### src/rtl/spiker_reader.sv
// spiker_reader: input-side frame launcher for the spiker core.
//
// Software fills a shadow store of N_REG spike words. A start command copies
// the shadow store into a separate frame register, and the frame is presented
// to the core for N_STEPS valid/ready handshakes. The frame register is
// loaded only at launch, so shadow writes never disturb a frame in flight.
//
// Ports:
//   clk_i, rst_ni         clock, asynchronous active-low reset
//   test_mode_i           launch even when not every word has been written
//   reg_we_i/idx_i/data_i shadow word write port
//   start_i               launch request (pulse), honoured only in IDLE
//   clear_i               synchronous abort; clears shadow, mask and error
//   data_in_o/valid_o     spike vector and valid towards the core
//   ready_i               core accepts the current step
//   sample_o              one-cycle pulse per completed step
//   busy_o, done_o, err_o frame in flight, frame-complete pulse, sticky error
module spiker_reader #(
    parameter int unsigned WIDTH      = 32,
    parameter int unsigned N_SPIKES   = 784,
    parameter int unsigned N_REG      = 25,
    parameter int unsigned DATA_WIDTH = 800,
    parameter int unsigned N_STEPS    = 15
) (
    input  logic                     clk_i,
    input  logic                     rst_ni,
    input  logic                     test_mode_i,
    input  logic                     reg_we_i,
    input  logic [$clog2(N_REG)-1:0] reg_idx_i,
    input  logic [WIDTH-1:0]         reg_data_i,
    input  logic                     start_i,
    input  logic                     clear_i,
    output logic [DATA_WIDTH-1:0]    data_in_o,
    output logic                     valid_o,
    input  logic                     ready_i,
    output logic                     sample_o,
    output logic                     busy_o,
    output logic                     done_o,
    output logic                     err_o
);

    localparam int unsigned CntW = $clog2(N_STEPS + 1);
    // Only the low N_SPIKES bits carry spikes; the padding bits are forced to 0.
    localparam logic [DATA_WIDTH-1:0] SpikeMask =
        (DATA_WIDTH'(1) << N_SPIKES) - DATA_WIDTH'(1);

    typedef enum logic [1:0] {StIdle, StRun, StDone} state_e;

    state_e                  state_q, state_d;
    logic [CntW-1:0]         cnt_q, cnt_d;
    logic [DATA_WIDTH-1:0]   shadow_q, shadow_d;
    logic [N_REG-1:0]        mask_q, mask_d;
    logic [DATA_WIDTH-1:0]   data_q, data_d;
    logic                    err_q, err_d;
    logic                    sample_q, sample_d;
    logic                    idx_ok;

    assign idx_ok = 32'(reg_idx_i) < N_REG;

    always_ff @(posedge clk_i or negedge rst_ni) begin
        if (!rst_ni) begin
            state_q  <= StIdle;
            cnt_q    <= '0;
            shadow_q <= '0;
            mask_q   <= '0;
            data_q   <= '0;
            err_q    <= 1'b0;
            sample_q <= 1'b0;
        end else begin
            state_q  <= state_d;
            cnt_q    <= cnt_d;
            shadow_q <= shadow_d;
            mask_q   <= mask_d;
            data_q   <= data_d;
            err_q    <= err_d;
            sample_q <= sample_d;
        end
    end

    always_comb begin
        state_d  = state_q;
        cnt_d    = cnt_q;
        shadow_d = shadow_q;
        mask_d   = mask_q;
        data_d   = data_q;
        err_d    = err_q;
        sample_d = 1'b0;

        case (state_q)
            StIdle: begin
                if (start_i) begin
                    if ((&mask_q) || test_mode_i) begin
                        // Launch copies the shadow as it was before any
                        // same-cycle write; that write is applied below.
                        data_d  = shadow_q & SpikeMask;
                        mask_d  = '0;
                        cnt_d   = '0;
                        state_d = StRun;
                    end else begin
                        err_d = 1'b1;
                    end
                end
            end
            StRun: begin
                if (ready_i) begin
                    sample_d = 1'b1;
                    cnt_d    = cnt_q + CntW'(1);
                    if (cnt_q == CntW'(N_STEPS - 1)) begin
                        state_d = StDone;
                    end
                end
            end
            StDone: begin
                state_d = StIdle;
            end
            default: begin
                state_d = StIdle;
            end
        endcase

        if (reg_we_i) begin
            if (idx_ok) begin
                shadow_d[32'(reg_idx_i) * WIDTH +: WIDTH] = reg_data_i;
                mask_d[reg_idx_i]                          = 1'b1;
            end else begin
                err_d = 1'b1;
            end
        end

        // Abort overrides everything; the frame register keeps its last value.
        if (clear_i) begin
            state_d  = StIdle;
            cnt_d    = '0;
            shadow_d = '0;
            mask_d   = '0;
            err_d    = 1'b0;
            sample_d = 1'b0;
        end
    end

    assign data_in_o = data_q;
    assign valid_o   = (state_q == StRun);
    assign busy_o    = (state_q == StRun);
    assign done_o    = (state_q == StDone);
    assign sample_o  = sample_q;
    assign err_o     = err_q;

endmodule

### config.mk
export PLATFORM = sky130hd
export DESIGN_NAME = spiker_reader
export DESIGN_NICKNAME = d
export VERILOG_FILES = /design/src/rtl/spiker_reader.sv
export SDC_FILE = /design/constraint.sdc
export NUM_CORES = 2
export LEC_CHECK = 0
export ABC_AREA = 1
export BUFFER_PORTS_ARGS = -buffer_cell sky130_fd_sc_hd__buf_2
export CAP_MARGIN = 20
export CORE_UTILIZATION = 41
export DETAILED_ROUTE_END_ITERATION = 16
export GPL_ROUTABILITY_DRIVEN = 0
export PLACE_DENSITY = 0.57
export SLEW_MARGIN = 15
export SYNTH_ARGS = -nofsm -noshare
export SYNTH_HDL_FRONTEND = slang
export SYNTH_SLANG_ARGS = --single-unit
### constraint.sdc
create_clock -name clk_i -period 2.7 [get_ports clk_i]
set_input_delay 0.27 -clock clk_i [delete_from_list [all_inputs] [get_ports clk_i]]
set_output_delay 0.27 -clock clk_i [all_outputs]
set_load 0.01 [all_outputs]
-- Yosys cells after proc, flatten, opt, wreduce, memory -nomap -nowiden
Index checks and enable logic that the tools add are counted.
- word-level logic and storage cells: 65
- output and inout port bits: 805
- input bits: 44
- memories: 0
- bits in registers: 1617
- bits in latches: 0
- memory bits (read-only): 0
- memory bits (writable): 0
- muxes and demuxes: 32
- shift-type cells: 2
- reductions and logical operators: 11
- add/subtract/negate cells: 2
- divide/modulo/power cells: 0
- bitwise gates (word level): 1
- multiply operators: 0
- equal/unequal tests: 7
- order comparisons: 3
- operators by type and width (cell ; number):
    two-way mux 800 bit ; 3
    bitwise mux 800 bit ; 1
    variable shift 32 x 34 -> 800 bit, first input constant ; 1
    indexed part select 32 x 34 -> 800 bit ; 1
    two-way mux 25 bit ; 6
    negation 10 -> 34 bit ; 1
    bitwise OR 25 bit ; 1
    AND reduction 25 bit ; 1
    two-way mux 4 bit ; 4
    two-way mux 1 bit ; 10
    two-way mux 2 bit ; 5
    != test 3 bit, second input constant ; 3
    one-hot mux 4 bit (2 select lines) ; 1
    AND reduction 4 bit ; 2
    less-than comparator 5 x 6 -> 1 bit, second input constant ; 1
    demux 1 bit (select 5 bit) ; 1
    greater-or-equal comparator 5 x 1 -> 1 bit, second input constant ; 1
    less-than comparator 5 bit, second input constant ; 1
    adder 4 x 1 -> 4 bit, second input constant ; 1
    == test 4 bit, second input constant ; 1
    one-hot mux 2 bit (2 select lines) ; 1
    nonzero test 2 bit ; 2
    != test 3 x 2 -> 1 bit, second input constant ; 1
    AND reduction 3 bit ; 1
    7 further kinds ; 7

-- Depth between registers and ports, before layout
- depth in word-level cells: 9
- depth in mapped cells: 18

-- Least setup slack after synthesis
Ideal clock, no wire load.
- path type: input to register
- from: in reg_idx_i[0]
- to: reg shadow_q[716]
- arrival: 2695 ps
- stages on the path: 14
- library setup time: 118 ps
- slack: -113 ps
- cells stage by stage: buf_2 > inv_2 > clkbuf_1 > ha_1 > nand2_1 > nor2_1 > ha_1 > buf_2 > clkinv_1 > clkbuf_1 > nand4_1 > clkbuf_1 > nand3_1 > nand2_1
- cells in the longest elaborated chain, start to end: 6
- RTL lines (item ; RTL line ; text):
    from (decl) ; 29 ; input logic [$clog2(N_REG)-1:0] reg_idx_i,
    negation 10 -> 34 bit ; 123 ; shadow_d[32'(reg_idx_i) * WIDTH +: WIDTH] = reg_data_i;
    indexed part select 32 x 34 -> 800 bit / variable shift 32 x 34 -> 800 bit (equally long branches) ; 123 ;
    bitwise mux 800 bit ; 123 ;
    two-way mux 800 bit ; 122 ; if (idx_ok) begin
    two-way mux 800 bit ; 121 ; if (reg_we_i) begin
    two-way mux 800 bit ; 131 ; if (clear_i) begin
    to (signal assigned) ; 72 ; shadow_q <= shadow_d;
    to (decl) ; 51 ; logic [DATA_WIDTH-1:0] shadow_q, shadow_d;
Parallel ways exist; a longest one is shown, timed or not. The select of a mux whose other input is x is not followed.
A chain may end at the register's enable or synchronous reset.

-- Final worst setup path
- from: in reg_idx_i[2]
- to: reg shadow_q[224]
Same word-level chain as after synthesis.

==> summary.md <==
| Metric | Value |
|---|---|
| Setup_tns | `0 ns` |
| CP required | `3.44 ns` |
| Switching Fraction | `26.7%` |
| Status | `finished clean` |
| CTS buffer count | `175` |
| Initial antenna violation count | `10` |
| Tot GR Track Use | `30.9%` |
| Die height | `405 um` |
| Die width | `405 um` |
| RSZ-0062 raised after global routing | `no` |
| Clock slew at reported path FFs | `0.06 ns` |
| Tcrit/Tclk final | `93.7%` |
| Detailed Route Iter0 Violations | `6,769` |
| First-pass DRT Iterations | `6` |
| Peak VDD IR | `0.672 mV` |
| Post-synthesis sequential area ratio | `60.2%` |
| Flop2flop setup slack | `0.43 ns` |
| Port bufs | `832` |
| Fmax | `0.395 GHz` |
| Nets | `8,583` |
| Reg power frac | `44.9%` |
| Setup violators final | `0` |
| Post-route ant nets | `0` |
| Maxcap violations | `0` |
| Final HPWL DP | `180,000 um` |
| Register area | `40,100 um^2` |
| Total gr overflow | `0` |
| Fillers | `15.4k` |
| DRC errors left | `0` |
| P_int | `39.3 mW` |
| Synth Area per Inst | `8.57 um^2` |
| Die Area | `164,000 um^2` |
| Fin crit period | `2.53 ns` |
| Slew @ Worst Pin | `0.908 ns` |
| Total Power | `53.7 mW` |
| Sw power | `14.4 mW` |
| Startpoint class of the critical path | `input port` |
| Area Overhead vs Synth | `22.0%` |
| Crit path arrival time | `3.27 ns` |
| Clock latency on the worst-skew pair | `0.81 ns` |
| Netlist cell types | `28` |
| Place WS | `0.0349 ns` |
| Std cell rows | `147` |
| Worst reg2reg path depth | `10` |
| Post-synthesis cell area | `66,500 um^2` |
| Mapped Cells | `7,762` |
| FF-to-FF Start | `mask_q[6]` |
| Vias per cell | `5.45` |
| Final Hold Fails | `0` |
| Worst Setup Path Type | `input port to register` |
| DRT Wirelength | `258,000 um` |
| YS warnings | `0` |
| CTS root buf | `clkbuf_16` |
| Gate power share | `9.8%` |
| IO Pins | `849` |
| Power Dens Cells | `661 nW/um^2` |
| Via Count | `59.1k` |
| Multi-input combinational cell area | `23,100 um^2` |
| Slew HR | `39.5%` |
| Fin. max-slew vios | `0` |
| Wire per inst | `23.8 um` |
| Clock network fraction of total power | `45.2%` |
| CP Max Fanout | `32` |
| Setup crit end kind | `register` |
| Clk buf depth | `3` |
| Core ar. | `161,000 um^2` |
| Starting Density | `41.4%` |
| RR Endpoint | `data_in_o[303]` |
| Setup Skew | `0.0259 ns` |
| Worst setup margin | `0.171 ns` |
| TritonCTS Sinks | `1,601` |
| FF+latch count, synth | `1,601` |
| Leak | `46.4 nW` |
| First-pass GRT wire length | `378,000 um` |
| Ratio of cells with drive above 1 in the final layout | `17.4%` |
| Post CTS Setup Buffer Count | `0` |
| Worst min path class | `input port to asynchronous set/reset pin` |
| Worst Setup SP | `reg_idx_i[2]` |
| Vias in the first global route | `56.2k` |
| Largest net degree at the start of global routing | `150` |
| H-tree depth | `4` |
| Crit path to | `shadow_q[224]` |
| CTS tree | `done` |
-- layer usage --
layer / up-vias / wire, um / track usage, %
li1: 26700 / - / -
met1: 29400 / 112000 / 44.4
met2: 2538 / 113000 / 45.1
met3: 419 / 22000 / 7.20
met4: 12 / 10600 / 12.1
met5: - / 55 / 0
-- worst min path at each step --
stage | end | slack (ns) | cells after the start
2_1_floorplan | cnt_q[0] | -0.03 | 0
3_3_place_gp | data_in_o[465] | 0.33 | 1
3_5_place_dp | data_in_o[465] | 0.30 | 1
4_1_cts | shadow_q[27] | 0.002 | 3
5_1_grt | data_in_o[460] | 0.06 | 2
6_report | data_in_o[465] | 0.01 | 2
-- placed cells by master, fill, tap and decap left out, types with 47 or more instances in the layout --
| master | n |
|---|---|
| nand3_1 | 1917 |
| nor3_1 | 120 |
| clkbuf_8 | 47 |
| nand2_1 | 2774 |
| nor2_1 | 256 |
| nand4_1 | 61 |
| buf_12 | 131 |
| clkbuf_16 | 178 |
| inv_1 | 211 |
| o21ai_0 | 104 |
| buf_4 | 218 |
| dfrtp_1 | 1601 |
| buf_2 | 831 |
-- power by group through the flow --
stage	clock, mW	combinational, mW	sequential [mW]
6_report	24.3	5.29	24.1
5_1_grt	25.6	5.64	24.1
4_1_cts	24.7	5.26	24.1
3_5_place_dp	0	5.22	24.5
3_3_place_gp	0	5.22	24.5
2_1_floorplan	0	2.55	24.6
-- synthesized netlist by cell type --
cell type	number	area (um^2)
buf_6	1	11.3
conb_1	1	3.75
nor2_2	15	93.8
o22ai_1	1	6.26
nor3_1	120	601
buf_2	204	1020
nor3b_1	1	7.51
ha_1	7	87.6
nand3b_1	3	22.5
nand2_2	3	18.8
clkinv_1	2	7.51
nor2_1	268	1010
xor2_1	2	17.5
buf_1	76	285
dfrtp_1	1601	40100
nand2_1	2778	10400
buf_4	18	135
clkbuf_1	327	1230
nand4_1	61	382
o21bai_1	1	7.51
nand3_1	1918	9600
inv_2	11	41.3
a21oi_1	25	125
or2_2	1	6.26
inv_1	211	792
o21ai_0	104	521
nor3_4	1	16.3
a31oi_1	1	6.26
-- critical path, stage by stage --
cell and delay [ns]:
dlygate4sd3_1 0.66, buf_2 0.24, inv_2 0.07, nand2_1 0.12
nor2_1 0.06, ha_1 0.20, inv_1 0.16, nand4_1 0.16
nor2_1 0.48, nand2_1 0.20, nor2_2 0.17, buf_12 0.21
nand2_1 0.14, nand2_1 0.11
-- state kept, by name (all words and copies together), names as in the netlist --
name	count
cnt_q	4
data_in_o	784
err_o	1
mask_q	25
sample_o	1
shadow_q	784
state_q	2
-- area by class of cell --
class / count / share of cell area [%]
clock buffer: 261 / 6.45
inverter: 224 / 1.04
tap: 2160 / 3.33
antenna: 2 / 0.00616
timing repair buffer: 1204 / 10.7
clock inverter: 49 / 0.713
sequential: 1601 / 49.3
multi-input combinational: 5326 / 28.5
-- per-stage QoR --
step	area, um^2	instances	utilization, %	hold WS (ns)
2_1_floorplan	66600	7777	-	-0.0256
3_3_place_gp	75100	10500	46.7	0.330
3_5_place_dp	75100	10500	46.7	0.298
4_1_cts	81200	10800	50.5	0.00183
5_1_grt	81200	10800	50.5	0.0572
6_report	81200	10800	50.5	0.0146
-- repair_timing --
item,CTS,global route
gates resized for setup,0,0
endpoints found under the hold margin,214,0
hold buffers,24,0
setup endpoints to repair,0,0
-- kinds of logic after synthesis --
kind of cell | synth area share (%)
compound gates | 1.00
xor+xnor | 0.0263
fa+ha+maj | 0.132
buf+inv | 5.29
flops | 60.2
other cells | 0.00564
simple gates | 33.3
Power figures use the tool's default switching activity.
